$ cat src/rtl/mul_seq_24bit.sv
`default_nettype none
// ============================================================================
// Module   : mul_seq_24bit
// Brief    : Sequential radix-2 shift-add multiplier for the ALU MUL path.
//            Returns the low WIDTH bits of a*b and flags nonzero upper bits.
//            Latency is fixed at WIDTH+1 cycles from start to done.
// Revision : 1.0 - initial release
// ============================================================================
module mul_seq_24bit #(
  parameter int WIDTH = 24
) (
  input  logic             Clock,
  input  logic             Resetn,
  input  logic             start,
  input  logic [WIDTH-1:0] a,
  input  logic [WIDTH-1:0] b,
  output logic             busy,
  output logic             done,
  output logic [WIDTH-1:0] product,
  output logic             overflow
);

  // The counter must be able to hold WIDTH.
  localparam int CW = $clog2(WIDTH + 1);

  localparam logic [1:0] c_idle = 2'd0;
  localparam logic [1:0] c_run  = 2'd1;
  localparam logic [1:0] c_done = 2'd2;

  localparam logic [CW-1:0] c_last = CW'(WIDTH - 1);

  logic [1:0]         r_state;
  logic [2*WIDTH-1:0] r_mcand;
  logic [WIDTH-1:0]   r_mplr;
  logic [2*WIDTH-1:0] r_acc;
  logic [CW-1:0]      r_count;
  logic [WIDTH-1:0]   r_product;
  logic               r_overflow;

  logic [2*WIDTH-1:0] w_acc_next;
  logic               w_accept;

  // Accumulator value after the current iteration's conditional add.
  always_comb begin
    w_acc_next = r_mplr[0] ? (r_acc + r_mcand) : r_acc;
  end

  // A new request is only taken while idle or in the completion cycle.
  assign w_accept = start && ((r_state == c_idle) || (r_state == c_done));

  // State machine plus shift-add datapath; reset wins over everything.
  always_ff @(posedge Clock) begin
    if (!Resetn) begin
      r_state    <= c_idle;
      r_mcand    <= '0;
      r_mplr     <= '0;
      r_acc      <= '0;
      r_count    <= '0;
      r_product  <= '0;
      r_overflow <= 1'b0;
    end else begin
      case (r_state)
        c_idle, c_done: begin
          if (w_accept) begin
            r_mcand <= {{WIDTH{1'b0}}, a};
            r_mplr  <= b;
            r_acc   <= '0;
            r_count <= '0;
            r_state <= c_run;
          end else begin
            r_state <= c_idle;
          end
        end
        c_run: begin
          r_acc   <= w_acc_next;
          r_mcand <= r_mcand << 1;
          r_mplr  <= r_mplr >> 1;
          r_count <= r_count + 1'b1;
          if (r_count == c_last) begin
            r_product  <= w_acc_next[WIDTH-1:0];
            r_overflow <= |w_acc_next[2*WIDTH-1:WIDTH];
            r_state    <= c_done;
          end
        end
        default: begin
          r_state <= c_idle;
        end
      endcase
    end
  end

  assign busy     = (r_state == c_run);
  assign done     = (r_state == c_done);
  assign product  = r_product;
  assign overflow = r_overflow;

endmodule
`default_nettype wire

$ cat config.mk
export PLATFORM = sky130hd
export DESIGN_NAME = mul_seq_24bit
export DESIGN_NICKNAME = d
export VERILOG_FILES = /design/src/rtl/mul_seq_24bit.sv
export SDC_FILE = /design/constraint.sdc
export NUM_CORES = 1
export LEC_CHECK = 0
export CORE_ASPECT_RATIO = 1.2
export CORE_MARGIN = 3
export CORE_UTILIZATION = 45
export CTS_CLUSTER_SIZE = 14
export DETAILED_ROUTE_END_ITERATION = 16
export DONT_BUFFER_PORTS = 1
export SYNTH_ARGS = -nofsm -noshare
export SYNTH_HDL_FRONTEND = slang
export SYNTH_SLANG_ARGS = --single-unit
$ cat constraint.sdc
create_clock -name Clock -period 4.4 [get_ports Clock]
set_input_delay 0.44 -clock Clock [delete_from_list [all_inputs] [get_ports Clock]]
set_output_delay 0.44 -clock Clock [all_outputs]
set_load 0.02 [all_outputs]
==> results of run 1 <==
==> logic make-up (layout without fill, tap and decap cells) <==
| family | count (synthesis) | count (layout) | share of synthesized area (%) |
|---|---|---|---|
| compound gates | 389 | 389 | 29.55 |
| xor+xnor | 37 | 37 | 3.516 |
| fa+ha+maj | 49 | 49 | 6.733 |
| buf+inv | 96 | 55 | 4.126 |
| flops | 152 | 152 | 33.01 |
| mux | 22 | 22 | 2.389 |
| simple gates | 383 | 383 | 20.67 |
==> per-stage QoR <==
stage / area [um^2] / hold WS, ns / worst slack [ns] / power [mW]
after floorplan: 9218 / 0.4439 / 1.137 / 1.680
after global placement: 9320 / 0.4513 / 0.8856 / 1.734
after detailed placement: 9320 / 0.4572 / 0.8177 / 1.737
after CTS: 9883 / 0.1234 / 0.7894 / 3.156
after global routing: 9883 / 0.1279 / 0.3947 / 3.251
final: 9883 / 0.1510 / 0.7835 / 3.122
==> layer usage <==
layer / vias to the layer above / track usage, %
met5: - / 0
li1: 4016 / -
met3: 39 / 3.832
met2: 163 / 38.54
met4: 0 / 8.387
met1: 3813 / 28.38
==> cells in the mapped netlist, drive strengths merged, types with 5 or more instances <==
cell | number | area [um^2]
nor4 | 5 | 31.28
mux2i | 22 | 220.2
xnor2 | 23 | 201.4
nand2 | 152 | 570.6
and2 | 37 | 231.5
nor2b | 43 | 269.0
inv | 15 | 56.30
o211ai | 10 | 80.07
clkbuf | 66 | 247.7
and3 | 8 | 50.05
nand3 | 28 | 140.1
buf | 14 | 72.56
dfxtp | 152 | 3043
nor3 | 15 | 75.07
nor2 | 42 | 157.7
o21a | 11 | 83.83
ha | 48 | 600.6
nand4 | 20 | 131.4
nand2b | 7 | 43.79
o21bai | 7 | 52.55
a21oi | 73 | 365.4
a21boi | 57 | 427.9
a21o | 10 | 75.07
a211oi | 12 | 107.6
o211a | 23 | 230.2
a22oi | 78 | 585.6
a31oi | 7 | 43.79
or3 | 7 | 43.79
or4 | 6 | 48.80
xor2 | 14 | 122.6
o21ai | 67 | 339.1
==> sequential cells by signal, summed over array words and instances (netlist names) <==
register and cells:
overflow 1, r_mplr 24, r_acc 48, r_count 5, r_state 2, product 24
r_mcand 48
==> worst reg2reg max path: cells and delay by family, from the launching register on <==
family | cells | cell delay [ns]
compound gates | 8 | 1.79
simple gates | 2 | 0.69
flops | 1 | 0.32
fa+ha+maj | 2 | 0.70
==> report_power, final <==
part / total (mW) / internal, mW / switching [mW]
clock network: 1.42 / 0.789 / 0.630
logic: 0.258 / 0.0891 / 0.169
registers: 1.45 / 1.41 / 0.0337
==> area by class of cell <==
class                   count  area (um^2)
flip-flops and latches    152         3044
repair buffers              8        72.57
well taps                 261        326.6
clock inverters            14        137.6
fillers                  1977         9946
clock buffers              17        425.4
multi-input cells         880         5817
inverters                  16        60.06
==> final timing paths <==
| check | from | endpoint | slack [ns] |
|---|---|---|---|
| worst max-delay path | r_mcand[0] | overflow | 0.78 |
| worst max register to register | r_mcand[0] | overflow | 0.78 |
| worst min-delay path | Resetn | product[3] | 0.15 |
| worst min register to register | r_mplr[22] | r_mplr[22] | 0.46 |
==> flow_summary.toml, run 1 <==
[status]
status = "finished, final reports clean"

[setup_path]
cp-end-kind = "flip-flop"
path_depth = 12
path_buf_inv = 0
crit_path_max_fanout = 5
slowest_delay_ns = 0.47
reg2reg_depth = 12
worstSetupPathType = "reg -> reg"
crit_arrival_ns = 3.92
critPathMostFrequentCell = "a21oi_1"
worstSetupStartpointType = "flip-flop"
cp_cell_sequence = "ha_1 > fa_1 > a211oi_1 > o211ai_2 > nand3b_1 > a21oi_1 > nor4_1 > o21ai_0 > a311oi_1 > o221ai_1 > a2111oi_2 > a21oi_1"
crit_family = "compound AO/OA/AOI/OAI gates"
worstPathRequired_ns = 4.70
critPathSlowestCell = "nor4_1"

[clocking]
hold_buffers = 0
cts_tree = "built"
cts_sinks = 152
clkTransAtPathRegs_ns = 0.07
clockBufferDepth = 2
post_cts_buffers = 0
post_cts_resized = 0
clk_latency_ns = 0.43
cts-buffers-inserted = 17
clockRootBuffer = "clkbuf_16"
htree_levels = 4

[timing]
max_freq_mhz = 276.5
tightest_slew_ns = 1.168
rsz0062_at_grt = "false"
setup_violations = 0
setup_tns_ns = 0
min_period_ns = 3.616
layout_worst_path_cycle_share_pct = 82.19
clock_skew_ns = 0.01336
relSlewSlack_pct = 22.14
final_max_slew_viol_count = 0
hold_viol_final = 0

[detailed_routing]
m1WireLength_um = 10810
wl_per_cell_um = 18.34
route.met2.wl_um = 12400
vias_per_cell = 5.958
ant_nets = 0
wl_met3_um = 864
drt_iter0_drc = 575
drt_pass1_iterations = 6
drc = 0
drt_wl_total_um = 24720
top_layer = "met4"
vias = 8031

[finish]
n_antenna_cell = 0
finish.net_count = 1175
drive_gt1_share_pct = 5.520
final_common_cell = "nand2_1"
mostFrequentLayoutCells = "nand2_1 (152), dfxtp_1 (151), a22oi_1 (78)"
utilization_pct = 49.84
final_cells = 1348
area_growth_pct = 7.221

[die]
design.core.area_mm2 = 0.01983
ioPinCount = 78
fp-row-count = 56
die-area_mm2 = 0.02224
die_h_um = 162.8
start_util_pct = 46.49
die_w_um = 136.7

[placement]
dp_hpwl_um = 17320
gp_congestion = 1.011
dp.cells = 1317
io_buffers = 0

[yosys]
ys_seq_area_share_pct = 33.01
synth_cells = 1128
synth_cell_types = 72
syn_nets = 1228
syn_area_mm2 = 0.009218
synth-async-reset-ratio_pct = 0
yosysWarningCount = 0
synth-edff-count = 0
postSynthAreaPerCell_um2 = 8.172
dominantRegCellSynth = "dfxtp_1"
synth-seq-cells = 152

[run]
max_cap_violations = 0

[global_routing]
grt_max_degree = 153
grt_use_total_pct = 22.58
grt-ovfl-total = 0
grt_pass1_wl_um = 40630
grt_antenna_before_repair = 0
grt_pass1_vias = 7784

[min_path]
worstHoldPathCells = 1
holdCritPathClass = "in -> reg"

[power]
p_leak_nw = 3.782
vdd_drop_max_mv = 0.2539
power_density_mw_per_mm2 = 315.9
Power figures use the tool's default switching activity.
==> run 2: changes to the inputs <==
==> constraint.sdc (replaced) <==
create_clock -name Clock -period 3.4 [get_ports Clock]
set_input_delay 0.34 -clock Clock [delete_from_list [all_inputs] [get_ports Clock]]
set_output_delay 0.34 -clock Clock [all_outputs]
set_load 0.02 [all_outputs]
==> run 2 against run 1 <==
Compared with the run above:
- setup slack got worse by 0.72 ns
- critical path depth grew 2
- critical endpoint unchanged
- largest power group is now clock
- sequential power up 28%
- total power up 33%
- core utilization increased by 3.1 points
==> flow_summary.toml, run 2 (same netlist as run 1, synthesis figures left out) <==
[placement]
gp_congestion = 0.9297
post-place-ws_ns = -0.1755
dp_hpwl_um = 17970
io_buffers = 0

[finish]
area_growth_pct = 13.93
drive_gt1_share_pct = 12.13
utilization_pct = 52.96
fill_cells = 1889
n_antenna_cell = 0
final_common_cell = "nand2_1"
mostFrequentLayoutCells = "nand2_1 (152), dfxtp_1 (150), a22oi_1 (78)"
reg.largest.list = "r_acc (48), r_mcand (48)"
finish.net_count = 1241

[die]
design.core.area_mm2 = 0.01983
die_w_um = 136.7
die_h_um = 162.8
start_util_pct = 46.49
ioPinCount = 78
die-area_mm2 = 0.02224
fp-row-count = 56

[clocking]
htree_levels = 4
clkTransAtPathRegs_ns = 0.07
clockRootBuffer = "clkbuf_16"
clockBufferDepth = 2
cts_tree = "built"
cts-buffers-inserted = 17
clk_latency_ns = 0.44
cts_sinks = 152

[timing]
setup_ws_ns = 0.06331
hold_viol_final = 0
rsz0062_at_grt = "true"
layout_worst_path_cycle_share_pct = 98.14
clock_skew_ns = 0.01767
holdWs_ns = 0.03953
setup_tns_ns = 0
tightest_slew_ns = 1.173
min_period_ns = 3.337
relSlewSlack_pct = 21.81
setup_violations = 0
final_max_slew_viol_count = 0
max_freq_mhz = 299.7

[setup_path]
crit_family = "compound AO/OA/AOI/OAI gates"
slowest_delay_ns = 0.52
reg2reg_depth = 14
critPathSlowestCell = "or4_4"
cp-end-kind = "flip-flop"
worstSetupStartpointType = "flip-flop"
worstPathRequired_ns = 3.71
cp_cell_sequence = "ha_2 > fa_2 > a211oi_2 > buf_4 > o211ai_2 > buf_4 > a211oi_4 > a211oi_4 > nor4b_2 > or4_4 > a311oi_2 > nand4_1 > a2111oi_2 > a21oi_1"
path_buf_inv = 2
worstSetupPathType = "reg -> reg"
crit_path_max_fanout = 3
crit_arrival_ns = 3.65
path_depth = 14

[global_routing]
grt_max_degree = 153
grt_pass1_wl_um = 42020
grt_pass1_vias = 8287
grt-ovfl-total = 0
grt_antenna_before_repair = 0
grt_use_total_pct = 23.50

[detailed_routing]
vias = 8249
drt_wl_total_um = 25530
ant_nets = 0
wl_per_cell_um = 18.04
drt_pass1_iterations = 5
drt_iter0_drc = 554
drc = 0
vias_per_cell = 5.830

[power]
p_seq_share_pct = 44.7
p_switching_mw = 1.148
p_leak_nw = 4.167
swShare_pct = 27.56
pwr-share-comb_pct = 9.2
power_density_mw_per_mm2 = 396.6
power.total_mw = 4.165
power.internal_mw = 3.017
vdd_drop_max_mv = 0.3442
power.clock.fraction_pct = 46.1

[run]
max_cap_violations = 0

[status]
status = "finished, final reports clean"

[min_path]
holdCritPathClass = "in -> reg"
worstHoldPathCells = 1
-- run 2: changes by cell type in the layout (fill, tap and decap cells not counted), moves of 2 or more --
cell and change:
a211oi_1 -3, a211oi_2 +2, a21oi_1 -2, a21oi_2 +2
buf_12 +2, buf_4 +64, clkinv_4 +2, clkinvlp_4 -3
inv_6 -4, inv_8 +4
-- run 2: timing repair --
item	4_1_cts	5_1_grt
pin swaps	5	5
endpoints found under the setup margin	1	3
resized for setup	6	11
setup buffers	1	0
hold buffers	0	0
-- run 2: layer usage --
metal	GRT usage [%]	part of all wire, %	up-vias
met5	0	0	-
met4	8.341	1.9	0
met3	3.554	3.0	34
met2	41.79	51	164
met1	28.52	44	3898
li1	-	-	4153
-- run 2: power groups by stage --
stage | sequential (mW) | clock [mW] | combinational (mW)
after floorplan | 1.89 | 0 | 0.283
after global placement | 1.90 | 0 | 0.380
after detailed placement | 1.90 | 0 | 0.383
after CTS | 1.86 | 1.95 | 0.385
after global routing | 1.87 | 2.03 | 0.425
final | 1.86 | 1.92 | 0.383
-- run 2: area by class of cell --
cell class,count,area [um^2],area share [%]
clock buffers,18,429.2,4.087
clock inverters,14,158.9,1.513
inverters,16,60.06,0.5719
multi-input cells,880,5888,56.07
flip-flops and latches,152,3045,29.00
well taps,261,326.6,3.110
repair buffers,74,593.1,5.648
-- run 2: worst paths after layout --
kind                            slack (ns)        from    endpoint
worst max register to register        0.06  r_mcand[0]    overflow
worst min-delay path                  0.04      Resetn    r_acc[4]
worst max-delay path                  0.06  r_mcand[0]    overflow
worst min register to register        0.47  r_mplr[11]  r_mplr[11]
-- run 2: through the flow --
step,cell area (um^2),instances
after floorplan,9218,1128
after global placement,9833,1382
after detailed placement,9833,1382
after CTS,10460,1415
after global routing,10500,1415
final,10500,1415
==> run 3: changes to the inputs <==
--- a/config.mk
+++ b/config.mk
@@ -5,12 +5,15 @@
 export SDC_FILE = /design/constraint.sdc
 export NUM_CORES = 1
 export LEC_CHECK = 0
+export CELL_PAD_IN_SITES_DETAIL_PLACEMENT = 1
+export CELL_PAD_IN_SITES_GLOBAL_PLACEMENT = 2
 export CORE_ASPECT_RATIO = 1.2
 export CORE_MARGIN = 3
-export CORE_UTILIZATION = 45
+export CORE_UTILIZATION = 39
 export CTS_CLUSTER_SIZE = 14
 export DETAILED_ROUTE_END_ITERATION = 16
 export DONT_BUFFER_PORTS = 1
+export PLACE_DENSITY_LB_ADDON = 0.1
 export SYNTH_ARGS = -nofsm -noshare
 export SYNTH_HDL_FRONTEND = slang
 export SYNTH_SLANG_ARGS = --single-unit
==> run 3 against run 2 <==
Compared with the run above:
- fmax fell by 0.12%
- highest routed layer unchanged
- register-to-register slack hardly changed
- sequential share of layout area is 0.97 points lower
- sequential power barely moved
- total power is 2.2% higher
- worst hold slack about the same
- core utilization down 6.1 points
- clock skew shrank 0.0015 ns
- clock power grew 4%
==> flow_summary.toml, run 3 (same netlist as run 1, synthesis figures left out) <==
[power]
pwr-share-comb_pct = 9.3
p_leak_nw = 4.236
p_seq_share_pct = 43.8
power.internal_mw = 2.988
swShare_pct = 29.77
p_switching_mw = 1.266
vdd_drop_max_mv = 0.3050
power_density_mw_per_mm2 = 391.4
power.clock.fraction_pct = 46.8

[global_routing]
grt_max_degree = 153
grt-ovfl-total = 0
grt_antenna_before_repair = 0
grt_pass1_vias = 8863
grt_pass1_wl_um = 48160
grt_use_total_pct = 23.16

[die]
die-area_mm2 = 0.02552
die_h_um = 174.4
start_util_pct = 39.73
fp-row-count = 61
ioPinCount = 78
design.core.area_mm2 = 0.02320
die_w_um = 146.3

[timing]
max_freq_mhz = 299.3
min_period_ns = 3.341
tightest_slew_ns = 0.7890
rsz0062_at_grt = "true"
final_max_slew_viol_count = 0
hold_viol_final = 0
setup_ws_ns = 0.05932
clock_skew_ns = 0.01614
relSlewSlack_pct = 47.29
holdWs_ns = 0.03919
layout_worst_path_cycle_share_pct = 98.26
setup_violations = 0

[finish]
mostFrequentLayoutCells = "nand2_1 (150), dfxtp_1 (149), buf_4 (91)"
reg.largest.list = "r_acc (48), r_mcand (48)"
finish.net_count = 1259
n_antenna_cell = 0
final_common_cell = "nand2_1"
final_cells = 1487
fill_cells = 2819
drive_gt1_share_pct = 15.19
area_growth_pct = 17.93
final_area_mm2 = 0.01087

[detailed_routing]
vias_per_cell = 5.701
drt_iter0_drc = 427
m1WireLength_um = 13160
wl_met3_um = 698
drt_wl_total_um = 29510
ant_nets = 0
vias = 8477
top_layer = "met4"
drt_pass1_iterations = 4
drc = 0
wl_per_cell_um = 19.84
route.met2.wl_um = 15250

[placement]
placed_cell_area_mm2 = 0.01000
dp_hpwl_um = 21280
gp_congestion = 0.8603
post-place-ws_ns = -0.1079
dp.cells = 1453
io_buffers = 0

[setup_path]
rrSetupSlack_ns = 0.06
path_buf_inv = 3
slowest_delay_ns = 0.39
reg2reg_depth = 15
worstSetupPathType = "reg -> reg"
worstPathRequired_ns = 3.71
crit_path_max_fanout = 3
crit_family = "compound AO/OA/AOI/OAI gates"
cp-end-kind = "flip-flop"
cp_cell_sequence = "ha_4 > fa_2 > a211oi_2 > buf_4 > o211ai_4 > nand3b_1 > a21oi_2 > nor4_2 > buf_4 > buf_4 > or3_4 > a311oi_2 > o221ai_2 > a2111oi_2 > a21oi_1"
critPathSlowestCell = "or3_4"
critPathMostFrequentCell = "buf_4"
worstSetupStartpointType = "flip-flop"
reg2reg_from = "r_mcand[0]"
crit_arrival_ns = 3.66
r2r_end = "overflow"

[clocking]
clkTransAtPathRegs_ns = 0.08
hold_buffers = 0
htree_levels = 4
cts-buffers-inserted = 17
clockRootBuffer = "clkbuf_16"
clockBufferDepth = 2
cts_sinks = 152
clk_latency_ns = 0.44
cts_tree = "built"

[min_path]
hold_end = "r_acc[3]"
worstHoldPathCells = 1
holdCritPathClass = "in -> reg"
min_from = "Resetn"

[run]
max_cap_violations = 0

[status]
status = "finished, final reports clean"
==> run 3: cell types whose count changed in the layout (fill, tap and decap cells not counted), moves of 2 or more <==
cell,previous run,this run
clkinv_8,1,8
ha_2,1,4
inv_8,5,2
ha_1,47,37
nand2_2,0,2
clkinv_4,3,1
buf_4,71,91
ha_4,0,7
nand2_1,152,150
buf_12,3,1
==> run 3: worst max-delay path by stage <==
stage	startpoint	endpoint	slack [ns]	depth (start not counted)
after detailed placement	r_mcand[0]	overflow	-0.11	13
after floorplan	r_mcand[0]	overflow	0.14	12
after CTS	r_acc[10]	overflow	0.004	12
final	r_mcand[0]	overflow	0.06	15
after global placement	r_mcand[0]	overflow	-0.01	13
after global routing	r_mcand[0]	overflow	-0.08	15
==> run 3: power by group through the flow <==
stage	combinational [mW]	sequential (mW)	clock (mW)
6_report	0.398	1.86	1.99
4_1_cts	0.394	1.86	2.05
3_3_place_gp	0.385	1.90	0
3_5_place_dp	0.389	1.90	0
5_1_grt	0.442	1.87	2.12
2_1_floorplan	0.283	1.89	0
==> run 3: cell type report <==
cell class,count,area [um^2],area share [%]
flip-flops and latches,152,3047,28.03
multi-input cells,880,6037,55.54
clock buffers,17,425.4,3.913
repair buffers,92,703.2,6.469
clock inverters,15,203.9,1.876
well taps,315,394.1,3.626
inverters,16,60.06,0.5525
==> run 3: routing by layer <==
metal | global-route usage [%] | vias up
met5 | 0 | -
met4 | 5.529 | 0
met3 | 3.625 | 25
met2 | 42.11 | 94
met1 | 28.62 | 4174
li1 | - | 4184
==> run 3: metrics by stage <==
stage          util, %   TNS, ns  power [mW]
6_report         46.85         0       4.255
3_5_place_dp     43.11   -0.1079       2.293
4_1_cts          46.08         0       4.307
3_3_place_gp     43.11  -0.01022       2.287
2_1_floorplan        -         0       2.174
5_1_grt          46.85  -0.07588       4.438
==> run 3: repair_timing <==
item	in CTS	in global routing
gates resized for setup	12	30
pin swaps	2	10
setup buffers	0	2
setup endpoints to repair	1	3
